==> src/rtl/cache_bus_arbiter.sv <==
// Shares the single SRAM-like bridge port between the I-cache and the D-cache.
// Address phases are arbitrated: data has priority, and inst wins after STARVE_LIMIT
// data grants. The owner of every accepted transaction is queued in order, and data_ok
// is routed back to that owner. Both handshakes pass through with no added latency.
module cache_bus_arbiter #(
  parameter int unsigned OUTSTANDING  = 2,
  parameter int unsigned STARVE_LIMIT = 4
) (
  input  logic        clk,
  input  logic        resetn,
  // I-cache side
  input  logic        inst_req,
  input  logic        inst_wr,
  input  logic [1:0]  inst_size,
  input  logic [31:0] inst_addr,
  input  logic [31:0] inst_wdata,
  output logic [31:0] inst_rdata,
  output logic        inst_addr_ok,
  output logic        inst_data_ok,
  // D-cache side
  input  logic        data_req,
  input  logic        data_wr,
  input  logic [1:0]  data_size,
  input  logic [31:0] data_addr,
  input  logic [31:0] data_wdata,
  output logic [31:0] data_rdata,
  output logic        data_addr_ok,
  output logic        data_data_ok,
  // bridge side
  output logic        bus_req,
  output logic        bus_wr,
  output logic [1:0]  bus_size,
  output logic [31:0] bus_addr,
  output logic [31:0] bus_wdata,
  input  logic [31:0] bus_rdata,
  input  logic        bus_addr_ok,
  input  logic        bus_data_ok,
  output logic        protocol_err
);

  localparam int unsigned PTR_W = (OUTSTANDING > 1) ? $clog2(OUTSTANDING) : 1;
  localparam int unsigned CNT_W = $clog2(OUTSTANDING + 1);
  localparam int unsigned SC_W  = (STARVE_LIMIT > 0) ? $clog2(STARVE_LIMIT + 1) : 1;

  localparam logic [CNT_W-1:0] FULL     = CNT_W'(OUTSTANDING);
  localparam logic [SC_W-1:0]  LIMIT    = SC_W'(STARVE_LIMIT);
  localparam logic [PTR_W-1:0] LAST_PTR = PTR_W'(OUTSTANDING - 1);

  typedef enum logic {
    UNLOCKED = 1'b0,
    LOCKED   = 1'b1
  } state_t;

  state_t                 state;
  logic                   owner;       // 0 = inst, 1 = data
  logic [OUTSTANDING-1:0] fifo;        // owner id per outstanding transaction
  logic [PTR_W-1:0]       wr_ptr;
  logic [PTR_W-1:0]       rd_ptr;
  logic [CNT_W-1:0]       count;
  logic [SC_W-1:0]        starve_cnt;

  logic winner;
  logic winner_req;
  logic not_full;
  logic accept;
  logic pop;
  logic head;
  logic stray;
  logic owner_drop;

  function automatic logic [PTR_W-1:0] ptr_inc(input logic [PTR_W-1:0] p);
    return (p == LAST_PTR) ? '0 : p + PTR_W'(1);
  endfunction

  // Winner: the locked owner, otherwise data unless inst is starved or data is idle
  always_comb begin
    winner = 1'b1;
    if (state == LOCKED) begin
      winner = owner;
    end else if ((starve_cnt == LIMIT) || !data_req) begin
      winner = 1'b0;
    end
  end

  assign winner_req = winner ? data_req : inst_req;
  assign not_full   = (count < FULL);

  assign bus_req    = resetn & winner_req & not_full;
  assign bus_wr     = winner ? data_wr    : inst_wr;
  assign bus_size   = winner ? data_size  : inst_size;
  assign bus_addr   = winner ? data_addr  : inst_addr;
  assign bus_wdata  = winner ? data_wdata : inst_wdata;

  assign accept       = bus_req & bus_addr_ok;
  assign inst_addr_ok = accept & ~winner;
  assign data_addr_ok = accept & winner;

  assign pop          = resetn & bus_data_ok & (count != '0);
  assign head         = fifo[rd_ptr];
  assign inst_data_ok = pop & ~head;
  assign data_data_ok = pop & head;
  assign inst_rdata   = bus_rdata;
  assign data_rdata   = bus_rdata;

  assign stray      = bus_data_ok & (count == '0);
  assign owner_drop = (state == LOCKED) & ~winner_req;

  // Lock FSM: hold the grant on the current winner until the bridge accepts it
  always_ff @(posedge clk or negedge resetn) begin
    if (!resetn) begin
      state <= UNLOCKED;
      owner <= 1'b0;
    end else begin
      case (state)
        UNLOCKED: begin
          if (bus_req && !bus_addr_ok) begin
            state <= LOCKED;
            owner <= winner;
          end
        end
        LOCKED: begin
          if (owner_drop || bus_addr_ok) begin
            state <= UNLOCKED;
          end
        end
        default: state <= UNLOCKED;
      endcase
    end
  end

  // Owner FIFO: push on address accept, pop on data return, completions in order
  always_ff @(posedge clk or negedge resetn) begin
    if (!resetn) begin
      fifo   <= '0;
      wr_ptr <= '0;
      rd_ptr <= '0;
      count  <= '0;
    end else begin
      if (accept) begin
        fifo[wr_ptr] <= winner;
        wr_ptr       <= ptr_inc(wr_ptr);
      end
      if (pop) begin
        rd_ptr <= ptr_inc(rd_ptr);
      end
      case ({accept, pop})
        2'b10:   count <= count + CNT_W'(1);
        2'b01:   count <= count - CNT_W'(1);
        default: count <= count;
      endcase
    end
  end

  // Starvation counter: data grants accepted while inst keeps waiting
  always_ff @(posedge clk or negedge resetn) begin
    if (!resetn) begin
      starve_cnt <= '0;
    end else if (!inst_req) begin
      starve_cnt <= '0;
    end else if (accept) begin
      if (!winner) begin
        starve_cnt <= '0;
      end else if (starve_cnt != LIMIT) begin
        starve_cnt <= starve_cnt + SC_W'(1);
      end
    end
  end

  // Sticky error: owner abandoned a locked request, or data_ok with nothing outstanding
  always_ff @(posedge clk or negedge resetn) begin
    if (!resetn) begin
      protocol_err <= 1'b0;
    end else if (owner_drop || stray) begin
      protocol_err <= 1'b1;
    end
  end

endmodule
==> config.mk <==
export PLATFORM = sky130hd
export DESIGN_NAME = cache_bus_arbiter
export DESIGN_NICKNAME = d
export VERILOG_FILES = /design/src/rtl/cache_bus_arbiter.sv
export SDC_FILE = /design/constraint.sdc
export NUM_CORES = 1
export LEC_CHECK = 0
export CORE_AREA = 2 2 121 123
export DETAILED_ROUTE_END_ITERATION = 16
export DIE_AREA = 0 0 123 125
export PLACE_DENSITY = 0.62
export RECOVER_POWER = 100
export SYNTH_ARGS = -nofsm -noshare
export SYNTH_HDL_FRONTEND = slang
export SYNTH_SLANG_ARGS = --single-unit
==> constraint.sdc <==
create_clock -name clk -period 4.53 [get_ports clk]
set_input_delay 0.453 -clock clk [delete_from_list [all_inputs] [get_ports clk]]
set_output_delay 0.453 -clock clk [all_outputs]
set_load 0.005 [all_outputs]
==> out/results.txt <==
die span in y: 125 um
wirelength, routed: 7390 um
I/O Pins: 309
worst hold path class: reg2reg
CTS sink count: 12
Post-CTS Resized: 0
number of synthesized register bits: 12
most numerous cell in the Yosys netlist: mux2_2
Final ANT Viol Nets: 0
Final #Nets: 532
Synth async-reset ratio: 1.00
Slew Viols, Final: 0
Fin Setup TNS: 0 ps
Max VDD drop: 0.134 mV
via count: 1,986
CP Capture Type: output port
fraction of layout cells with a size suffix above 1: 0.203
die extent in x: 123 um
crit start category: flip-flop
Clock Latency Late Sink: 230 ps
EDFF count, synth: 0
Synth cell types: 32
Post-route DRC: 0
Post-synth top flop: dfrtp_1
vias in the first global route: 2,124
critical path data arrival time: 3200 ps
Post-Synthesis Cells: 210
initial DRC count: 27
FP Rows: 44
critical path required time: 4080 ps
leakage: 1.48 nW
Cell Chain, Critical Path: inv_1 -> ha_1 -> a21oi_1 -> a21boi_4 -> clkbuf_2 -> mux2_2 -> dlygate4sd3_1
initial antenna violation count: 0
Worst Tran Pin Value: 1270 ps
TritonCTS clock tree: yes
post-synth top area share: 0.371
HPWL after DPL: 6270 um
Synth Cell Area: 0.00204 sq mm
clk slew on worst S/H paths: 40 ps
Total Routing Usage GR: 0.0862
routed vias/inst: 3.68
Setup CP Type: reg2out
DIE AREA: 0.0154 sq mm
CTS HTree Levels: 1
FMAX: 274 MHz
largest buffer count on any clock path: 2
delay-heaviest family, CP: buffers and inverters
sequential share of the synthesized area: 0.148
port bufs: 212
Pwr Density: 229 mW/mm^2
status: completed
CP max stage delay: 930 ps
Max Cap Violations: 0
# fillers: 1,470
post-DR wirelength/cell: 13.7 um
final core occ: 0.273
Clock Skew: 1.67 ps
fin crit share: 0.807
drt pass-1 iters: 4
number of post-CTS setup repair buffers: 0
Synth area leaders: mux2_2, buf_4, dfrtp_1
Tmin final: 3650 ps
Core Region: 0.0142 sq mm
Post-CTS Hold Fix Bufs: 0
worst-path maximum fanout: 51
GRT overflow: 0
post-synth top area cell: mux2_2
Final Hold Fails: 0
synth warn: 0
Setup-failing EPs final: 0
first-pass GRT wire length: 10,500 um
Critical Path Slowest Stage Cell: clkbuf_2
Antenna Cells: 0
P&R area growth vs syn: 90.8%
fin cells: 539
Inst Count DP: 536
largest net degree at the start of global routing: 52
Syn Area/Cell: 9.69 sq um
headroom to the max-slew limit: 0.151
RSZ-0062 raised after global routing: false
syn_nets: 385
WP buf/inv: 3
Post-synth top cells: mux2_2, buf_4, dfrtp_1, nor2_1
Initial Utilization: 0.143
GP Congestion: 0.784
Root Driver: clkbuf_16
Inserted Clock Buffers: 3
-- kinds of logic (layout without fill, tap and decap cells) --
family          Yosys count  in the layout  share of synthesized area
buf+inv                  79            224                      0.302
mux                      69             69                      0.380
simple gates             22             22                     0.0559
compound gates           20             20                     0.0744
flops                    12             12                      0.148
xor+xnor                  5              5                     0.0215
fa+ha+maj                 3              3                     0.0184
-- per-stage QoR --
| stage | hold WS, ps | power (mW) | setup WS (ps) | instance area (sq um) |
|---|---|---|---|---|
| 2_1_floorplan | 157 | 0.499 | 2590 | 2040 |
| 3_3_place_gp | 465 | 0.772 | 1500 | 3830 |
| 3_5_place_dp | 468 | 0.781 | 1460 | 3830 |
| 4_1_cts | 476 | 0.943 | 1390 | 3910 |
| 5_1_grt | 485 | 0.951 | 668 | 3880 |
| 6_report | 467 | 0.890 | 876 | 3880 |
-- layer usage --
layer  global-route usage  routed length (um)
met1               0.0945                2800
met2                0.155                3520
met3               0.0338                1020
met4               0.0180                  46
met5                    0                   0
-- cells in the final DEF, fill, tap and decap left out, types with 2 or more instances in the layout --
cell	instances
clkbuf_16	3
dfrtp_1	12
mux2_2	62
mux2i_1	2
nand2_1	5
inv_1	5
o211ai_1	2
o31ai_1	2
o21ai_0	6
nor2_1	7
clkbuf_1	3
xnor2_1	5
dlygate4sd3_1	67
a21oi_1	2
clkdlybuf4s50_1	145
ha_1	3
nand2b_1	3
mux2_1	5
-- final cells by class --
| type | count | area, sq um | area share |
|---|---|---|---|
| timing repair buffer | 216 | 2140 | 0.551 |
| multi-input combinational | 119 | 1120 | 0.289 |
| sequential | 12 | 300 | 0.0773 |
| tap | 184 | 230 | 0.0593 |
| clock buffer | 3 | 75.1 | 0.0193 |
| inverter | 5 | 18.8 | 0.00483 |
-- path summary, 6_finish.rpt --
check,from,end,slack [ps],depth (start not counted)
worst max-delay path,starve_cnt[0]$_DFFE_PN0P_,bus_addr[16],880,7
worst min-delay path,protocol_err$_DFFE_PN0P_,protocol_err$_DFFE_PN0P_,470,1
worst max register to register,starve_cnt[0]$_DFFE_PN0P_,count[1]$_DFFE_PN0P_,2060,9
worst min register to register,protocol_err$_DFFE_PN0P_,protocol_err$_DFFE_PN0P_,470,1
max in group asynchronous,resetn,starve_cnt[0]$_DFFE_PN0P_,3240,2
min in group asynchronous,resetn,protocol_err$_DFFE_PN0P_,810,2
-- worst reg2reg max path: stages, from the launching register on --
cell and delay [ps]:
dfrtp_1 400, inv_1 70, ha_1 180, a21oi_1 130
a211oi_1 260, clkbuf_1 390, nand2b_1 360, ha_1 330
nor2_1 150, xnor2_1 130
-- registers in the layout (all words and copies together), names as in the netlist --
| name | flops |
|---|---|
| starve_cnt | 3 |
| count | 2 |
| fifo | 2 |
| owner | 1 |
| protocol_err | 1 |
| rd_ptr | 1 |
| state | 1 |
| wr_ptr | 1 |
-- report_power, final --
group          switching [mW]  internal (mW)
sequential             0.0328          0.142
clock                  0.0408          0.114
combinational           0.183          0.377
total                   0.256          0.633
(Power assumes the default switching activity.)
